`src/rtl/icache_refill_responder_pkg.sv`:
```
// Shared cache memory-interface types, line geometry constants and the
// refill FSM state encoding.
package cache_def;

  localparam int unsigned LINE_W        = 128;
  localparam int unsigned WORD_W        = 32;
  localparam int unsigned LINE_BYTES    = 16;
  localparam int unsigned WORD_OFFSET_W = 2;
  localparam int unsigned BYTE_OFFSET_W = 2;

  typedef struct packed {
    logic [31:0]       addr;
    logic [LINE_W-1:0] data;
    logic              rw;
    logic              valid;
  } mem_req_type;

  typedef struct packed {
    logic [LINE_W-1:0] data;
    logic              ready;
  } mem_data_type;

  typedef enum logic [2:0] {
    ST_IDLE,
    ST_ISSUE,
    ST_WAIT_RSP,
    ST_RESPOND,
    ST_HOLDOFF
  } refill_state_e;

  function automatic logic [31:0] line_base(input logic [31:0] addr);
    return addr & ~32'(LINE_BYTES - 1);
  endfunction

endpackage

```
`src/rtl/icache_refill_responder_timeout.sv`:
```
// Per-transaction watchdog: counts enabled cycles, restarts on clear and
// flags expiry in the cycle that would reach the limit.
module refill_timeout_ctr #(
  parameter int unsigned TIMEOUT = 255
) (
  input  logic clk,
  input  logic rst,
  input  logic clr,
  input  logic en,
  output logic expired
);

  localparam int unsigned CW = (TIMEOUT > 1) ? $clog2(TIMEOUT) : 1;
  localparam logic [CW-1:0] LIMIT = CW'(TIMEOUT - 1);

  logic [CW-1:0] count;

  always_ff @(posedge clk) begin
    if (rst || clr || !en) begin
      count <= '0;
    end else if (count != LIMIT) begin
      count <= count + 1'b1;
    end
  end

  // Expiry is flagged during the TIMEOUT-th enabled cycle so the owner can
  // abort on that same edge.
  assign expired = en && !clr && (count == LIMIT);

endmodule

```
`src/rtl/icache_refill_responder.sv`:
```
// Memory-side responder: turns one cache line-fill or write-back request into
// ascending 32-bit word-bus transactions and returns the assembled line.
module icache_refill_responder
  import cache_def::*;
#(
  parameter int unsigned WORDS_PER_LINE = 4,
  parameter int unsigned TIMEOUT        = 255
) (
  input  logic         clk_i,
  input  logic         rst_i,
  input  mem_req_type  mem_req_i,
  output mem_data_type mem_data_o,
  output logic         bus_req_o,
  output logic         bus_we_o,
  output logic [31:0]  bus_addr_o,
  output logic [31:0]  bus_wdata_o,
  input  logic         bus_gnt_i,
  input  logic         bus_rvalid_i,
  input  logic [31:0]  bus_rdata_i,
  output logic         err_o,
  output logic         busy_o
);

  typedef logic [WORDS_PER_LINE-1:0][WORD_W-1:0] line_words_t;

  localparam logic [WORD_OFFSET_W-1:0] LAST_WC = WORD_OFFSET_W'(WORDS_PER_LINE - 1);

  refill_state_e              state_q, state_d;
  logic [WORD_OFFSET_W-1:0]   wc_q, wc_d;
  logic [31:0]                line_addr_q, line_addr_d;
  logic                       rw_q, rw_d;
  line_words_t                wdata_q, wdata_d;
  line_words_t                buf_q, buf_d;
  logic [LINE_W-1:0]          data_q, data_d;
  logic                       err_q, err_d;
  logic                       word_done;
  logic                       tmo_en, tmo_clr, tmo_expired;

  assign tmo_en  = (state_q == ST_ISSUE) || (state_q == ST_WAIT_RSP);
  assign tmo_clr = bus_gnt_i || bus_rvalid_i;

  refill_timeout_ctr #(
    .TIMEOUT(TIMEOUT)
  ) u_timeout (
    .clk    (clk_i),
    .rst    (rst_i),
    .clr    (tmo_clr),
    .en     (tmo_en),
    .expired(tmo_expired)
  );

  always_ff @(posedge clk_i) begin
    if (rst_i) begin
      state_q     <= ST_IDLE;
      wc_q        <= '0;
      line_addr_q <= '0;
      rw_q        <= 1'b0;
      wdata_q     <= '0;
      buf_q       <= '0;
      data_q      <= '0;
      err_q       <= 1'b0;
    end else begin
      state_q     <= state_d;
      wc_q        <= wc_d;
      line_addr_q <= line_addr_d;
      rw_q        <= rw_d;
      wdata_q     <= wdata_d;
      buf_q       <= buf_d;
      data_q      <= data_d;
      err_q       <= err_d;
    end
  end

  always_comb begin
    state_d     = state_q;
    wc_d        = wc_q;
    line_addr_d = line_addr_q;
    rw_d        = rw_q;
    wdata_d     = wdata_q;
    buf_d       = buf_q;
    data_d      = data_q;
    err_d       = err_q;
    bus_req_o   = 1'b0;
    bus_we_o    = 1'b0;
    bus_addr_o  = '0;
    bus_wdata_o = '0;
    word_done   = 1'b0;

    unique case (state_q)
      ST_IDLE: begin
        if (mem_req_i.valid) begin
          line_addr_d = line_base(mem_req_i.addr);
          rw_d        = mem_req_i.rw;
          wdata_d     = mem_req_i.data;
          wc_d        = '0;
          buf_d       = '0;
          state_d     = ST_ISSUE;
        end
      end
      ST_ISSUE: begin
        bus_req_o   = 1'b1;
        bus_we_o    = rw_q;
        bus_addr_o  = line_addr_q + 32'({wc_q, {BYTE_OFFSET_W{1'b0}}});
        bus_wdata_o = wdata_q[wc_q];
        // A same-cycle rvalid completes the word without a WAIT_RSP dwell.
        if (bus_gnt_i) begin
          state_d   = ST_WAIT_RSP;
          word_done = bus_rvalid_i;
        end
      end
      ST_WAIT_RSP: word_done = bus_rvalid_i;
      ST_RESPOND:  state_d   = ST_HOLDOFF;
      ST_HOLDOFF:  state_d   = ST_IDLE;
      default:     state_d   = ST_IDLE;
    endcase

    // Word completion and watchdog abort are shared by ISSUE and WAIT_RSP.
    if (word_done) begin
      if (!rw_q) buf_d[wc_q] = bus_rdata_i;
      if (wc_q == LAST_WC) begin
        state_d = ST_RESPOND;
        data_d  = rw_q ? '0 : buf_d;
      end else begin
        wc_d    = wc_q + 1'b1;
        state_d = ST_ISSUE;
      end
    end else if (tmo_expired) begin
      err_d   = 1'b1;
      data_d  = '0;
      state_d = ST_RESPOND;
    end
  end

  assign mem_data_o.data  = data_q;
  assign mem_data_o.ready = (state_q == ST_RESPOND);
  assign err_o            = err_q;
  assign busy_o           = (state_q != ST_IDLE);

endmodule

```
`config.mk`:
```
export PLATFORM = sky130hd
export DESIGN_NAME = icache_refill_responder
export DESIGN_NICKNAME = d
export VERILOG_FILES = /design/src/rtl/icache_refill_responder_pkg.sv /design/src/rtl/icache_refill_responder_timeout.sv /design/src/rtl/icache_refill_responder.sv
export SDC_FILE = /design/constraint.sdc
export NUM_CORES = 1
export LEC_CHECK = 0
export BUFFER_PORTS_ARGS = -buffer_cell sky130_fd_sc_hd__buf_2
export CAP_MARGIN = 20
export CORE_MARGIN = 3
export CORE_UTILIZATION = 48
export DETAILED_ROUTE_END_ITERATION = 16
export PLACE_DENSITY = 0.72
export SLEW_MARGIN = 20
export SYNTH_ARGS = -nofsm -noshare
export SYNTH_HDL_FRONTEND = slang
export SYNTH_SLANG_ARGS = --single-unit
```
`constraint.sdc`:
```
create_clock -name clk_i -period 6.8 [get_ports clk_i]
set_clock_uncertainty 0.1 [all_clocks]
set_input_delay 0.34 -clock clk_i [delete_from_list [all_inputs] [get_ports clk_i]]
set_output_delay 0.34 -clock clk_i [all_outputs]
set_load 0.03 [all_outputs]
```
==> impl_summary.log <==
INFO  metric outcome = completed
INFO  metric drive_gt1_share = 28.3%
INFO  metric crit_path_max_incr_delay = 0.92 ns
INFO  metric setup.worst_path.class = flop to flop
INFO  metric initial_antenna_violation_count = 3
INFO  metric die_width = 199 um
INFO  metric min_path_type = input port to flop
INFO  metric crit_required = 7.18 ns
INFO  metric total_setup_violations_reported_at_the_end_of_the_flow = 0
INFO  metric synthArstFlopShare = 0%
INFO  metric timing.setup.tns = 0 ns
INFO  metric synthesis.area_per_instance = 8.60 um^2
INFO  metric worstSetupStartpointType = flop
INFO  metric cts.path.max_buffers = 3
INFO  metric fin_util = 63.3%
INFO  metric finalWeightedCongestion = 0.805
INFO  metric post_synth_design_cell_area = 17900 um^2
INFO  metric clock_sinks = 396
INFO  metric wl_per_instance = 19.0 um
INFO  metric post-route-period-util = 47.7%
INFO  metric timing_worst_slew_pin_value = 1.11 ns
INFO  metric h_tree_depth = 2
INFO  metric detailedRoute.firstIterationViolations = 1299
INFO  metric syn-instance-count = 2087
INFO  metric global_route.usage.total = 27.6%
INFO  metric fillCellCount = 2808
INFO  metric synth_warnings = 0
INFO  metric drc = 0
INFO  metric whs = 0.0298 ns
INFO  metric clkSlewWorstSetupHoldPaths = 0.06 ns
INFO  metric rrSetupSlack = 3.56 ns
INFO  metric ioPinCount = 395
INFO  metric worstSkewPairLatency = 0.57 ns
INFO  metric floorplan.die.height = 199 um
INFO  metric rsz_0062_raised_after_global_routing = no
INFO  metric dieArea = 39700 um^2
INFO  metric final_cell_mix = nand2_1 (511), dfxtp_1 (393), buf_2 (387)
INFO  metric path_max_fanout = 34
INFO  metric clk_root_buffer_cell = clkbuf_16
INFO  metric synth_edf_count = 0
INFO  metric post_cts_resize_count = 0
INFO  metric worstHoldStart = bus_rdata_i[0]
INFO  metric grt_max_degree = 210
INFO  metric synth_top_flop_cell = dfxtp_1
INFO  metric post_synth_cell_types = 51
INFO  metric vias_in_the_first_global_route = 16588
INFO  metric layout-area-overhead-vs-synth = 29.5%
INFO  metric layout_commonest_cell = nand2_1
INFO  metric setup.worst_path.end_class = flop
INFO  metric r2r-start = wc_q[1]
INFO  metric timing.critical_path.slowest_stage_cell = a21boi_4
INFO  metric finalHoldViolCount = 0
INFO  metric port-buffer-count = 388
INFO  metric finish.net_count = 2707
INFO  metric initial_utilization = 48.9%
INFO  metric firstDrtPassIters = 7
INFO  metric reg2reg_depth = 6
INFO  metric grt.overflow.total = 0
INFO  metric detail_route.vias_per_cell = 5.59
INFO  metric cts_tree = done
INFO  metric synth_largest_type_area_fraction = 44.2%
INFO  metric finalWorstPathRequiredPeriod = 3.24 ns
INFO  metric worst_ir_drop_vdd = 198 uV
INFO  metric worstPathArrival = 3.63 ns
INFO  metric max_clock_freq = 308 MHz
INFO  metric largest_cells_by_area_after_synthesis = dfxtp_1 (44%), nand2_1 (11%), a21oi_1 (9.2%)
INFO  metric power.leakage = 9.61 nW
INFO  metric r2r_endpoint = buf_q[87]
INFO  metric final_max_slew_viol_count = 0
INFO  metric post-layout-total-power = 5.86 mW
INFO  metric timing.hold.worst_endpoint = buf_q[64]
INFO  metric holdPathStages = 3
INFO  metric hpwlAfterDp = 32400 um
INFO  metric timing.slew.headroom = 25.7%
INFO  metric route.antenna.remaining_nets = 0
INFO  metric detailed_route_via_count = 16827
INFO  metric max_cap_viol_count = 0
INFO  metric grt_pass1_wl = 88700 um
INFO  metric route.final.wire_length = 57100 um
INFO  metric cts_made_buffers = 45
INFO  metric row_count = 70
INFO  metric postSynthRegisterBits = 396
INFO  metric power.density_cell_area = 252 nW/um^2
INFO  metric synthDominantAreaCellType = dfxtp_1
INFO  metric sequential_area_share_after_synthesis = 44.2%
INFO  metric floorplan.core_area = 36700 um^2
INFO  metric crit_path_cell_trace = buf_4 -> ha_1 -> nor4bb_1 -> a21boi_4 -> nand2_1 -> a21oi_1
[how the worst max path moves through the flow]
stage	startpoint	end	slack (ns)	cells past startpoint
2_1_floorplan	wc_q[0]	data_q[76]	4.32	10
3_3_place_gp	wc_q[0]	data_q[120]	3.64	5
3_5_place_dp	wc_q[0]	buf_q[7]	3.59	6
4_1_cts	wc_q[1]	buf_q[87]	3.54	6
5_1_grt	wc_q[1]	buf_q[93]	3.38	6
6_report	wc_q[1]	buf_q[87]	3.56	6
[flip-flops by register name, indices dropped and copies added, names as in the netlist]
signal / count
rw_q: 1
wc_q: 2
wdata_q: 128
u_timeout.count: 8
data_q: 128
buf_q: 97
line_addr_q: 28
err_o: 1
state_q: 3
[synth_stat cells, types with 3 or more instances]
cell type and instances:
nor4bb_1 3, a21boi_1 3, mux4_2 32, nand2_1 511, nand3_1 146, buf_6 17, and3_1 62, nor2_1 10
ha_1 6, mux2_4 30, nand2b_1 8, xnor2_1 4, nand3_2 50, inv_1 5, clkbuf_1 93, a22o_1 31
buf_1 8, nor2b_1 101, mux2_2 67, a21oi_1 330, buf_2 105, o21ai_1 3, dfxtp_1 396, a21oi_2 30
buf_4 3
[worst max-delay path: cells and delay by family (launching register included)]
family / cells / cell delay, ns
buf+inv: 1 / 0.54
flops: 1 / 0.32
fa+ha+maj: 1 / 0.34
simple gates: 2 / 0.72
compound gates: 2 / 1.10
[metrics by stage]
| step | std cells | area, um^2 | setup slack [ns] |
|---|---|---|---|
| 2_1_floorplan | 2088 | 18000 | 4.32 |
| 3_3_place_gp | 2737 | 19700 | 3.64 |
| 3_5_place_dp | 2737 | 19700 | 3.59 |
| 6_report | 3009 | 23200 | 3.56 |
| 5_1_grt | 3009 | 23200 | 3.38 |
| 4_1_cts | 3006 | 23200 | 3.54 |
[layer usage]
metal,share of wire [%],up-vias,global-route usage (%)
li1,-,7893,-
met1,39,7962,32.8
met2,48,794,47.6
met3,7.9,176,6.12
met4,4.5,2,13.2
met5,0.016,-,0
[layout make-up]
| type | count | area (um^2) | area share [%] |
|---|---|---|---|
| antenna | 2 | 5.00 | 0.0215 |
| clock buffer | 65 | 1320 | 5.69 |
| clock inverter | 18 | 362 | 1.56 |
| inverter | 5 | 18.8 | 0.0808 |
| multi-input combinational | 1460 | 8990 | 38.7 |
| sequential | 396 | 7930 | 34.1 |
| tap | 468 | 586 | 2.52 |
| timing repair buffer | 595 | 4030 | 17.3 |
[cells by family after synthesis]
group	share of synthesized area [%]
multiplexers	10.8
flip-flops	44.2
XOR/XNOR	0.293
other	0.0209
AO/OA/AOI/OAI	13.1
buffers and inverters	6.36
adder cells (fa/ha/maj)	0.418
AND/OR/NAND/NOR	24.8
[repair_timing]
action / 4_1_cts / 5_1_grt
buffers inserted: 0 / 0
hold endpoints to repair: 248 / 0
hold buffers: 186 / 0
[where the power goes]
part           total, mW  switching, mW  internal (mW)
clock network       2.74           1.01           1.73
logic              0.661          0.419          0.242
registers           2.46         0.0554           2.40
total               5.86           1.48           4.38
(Power assumes the default switching activity.)
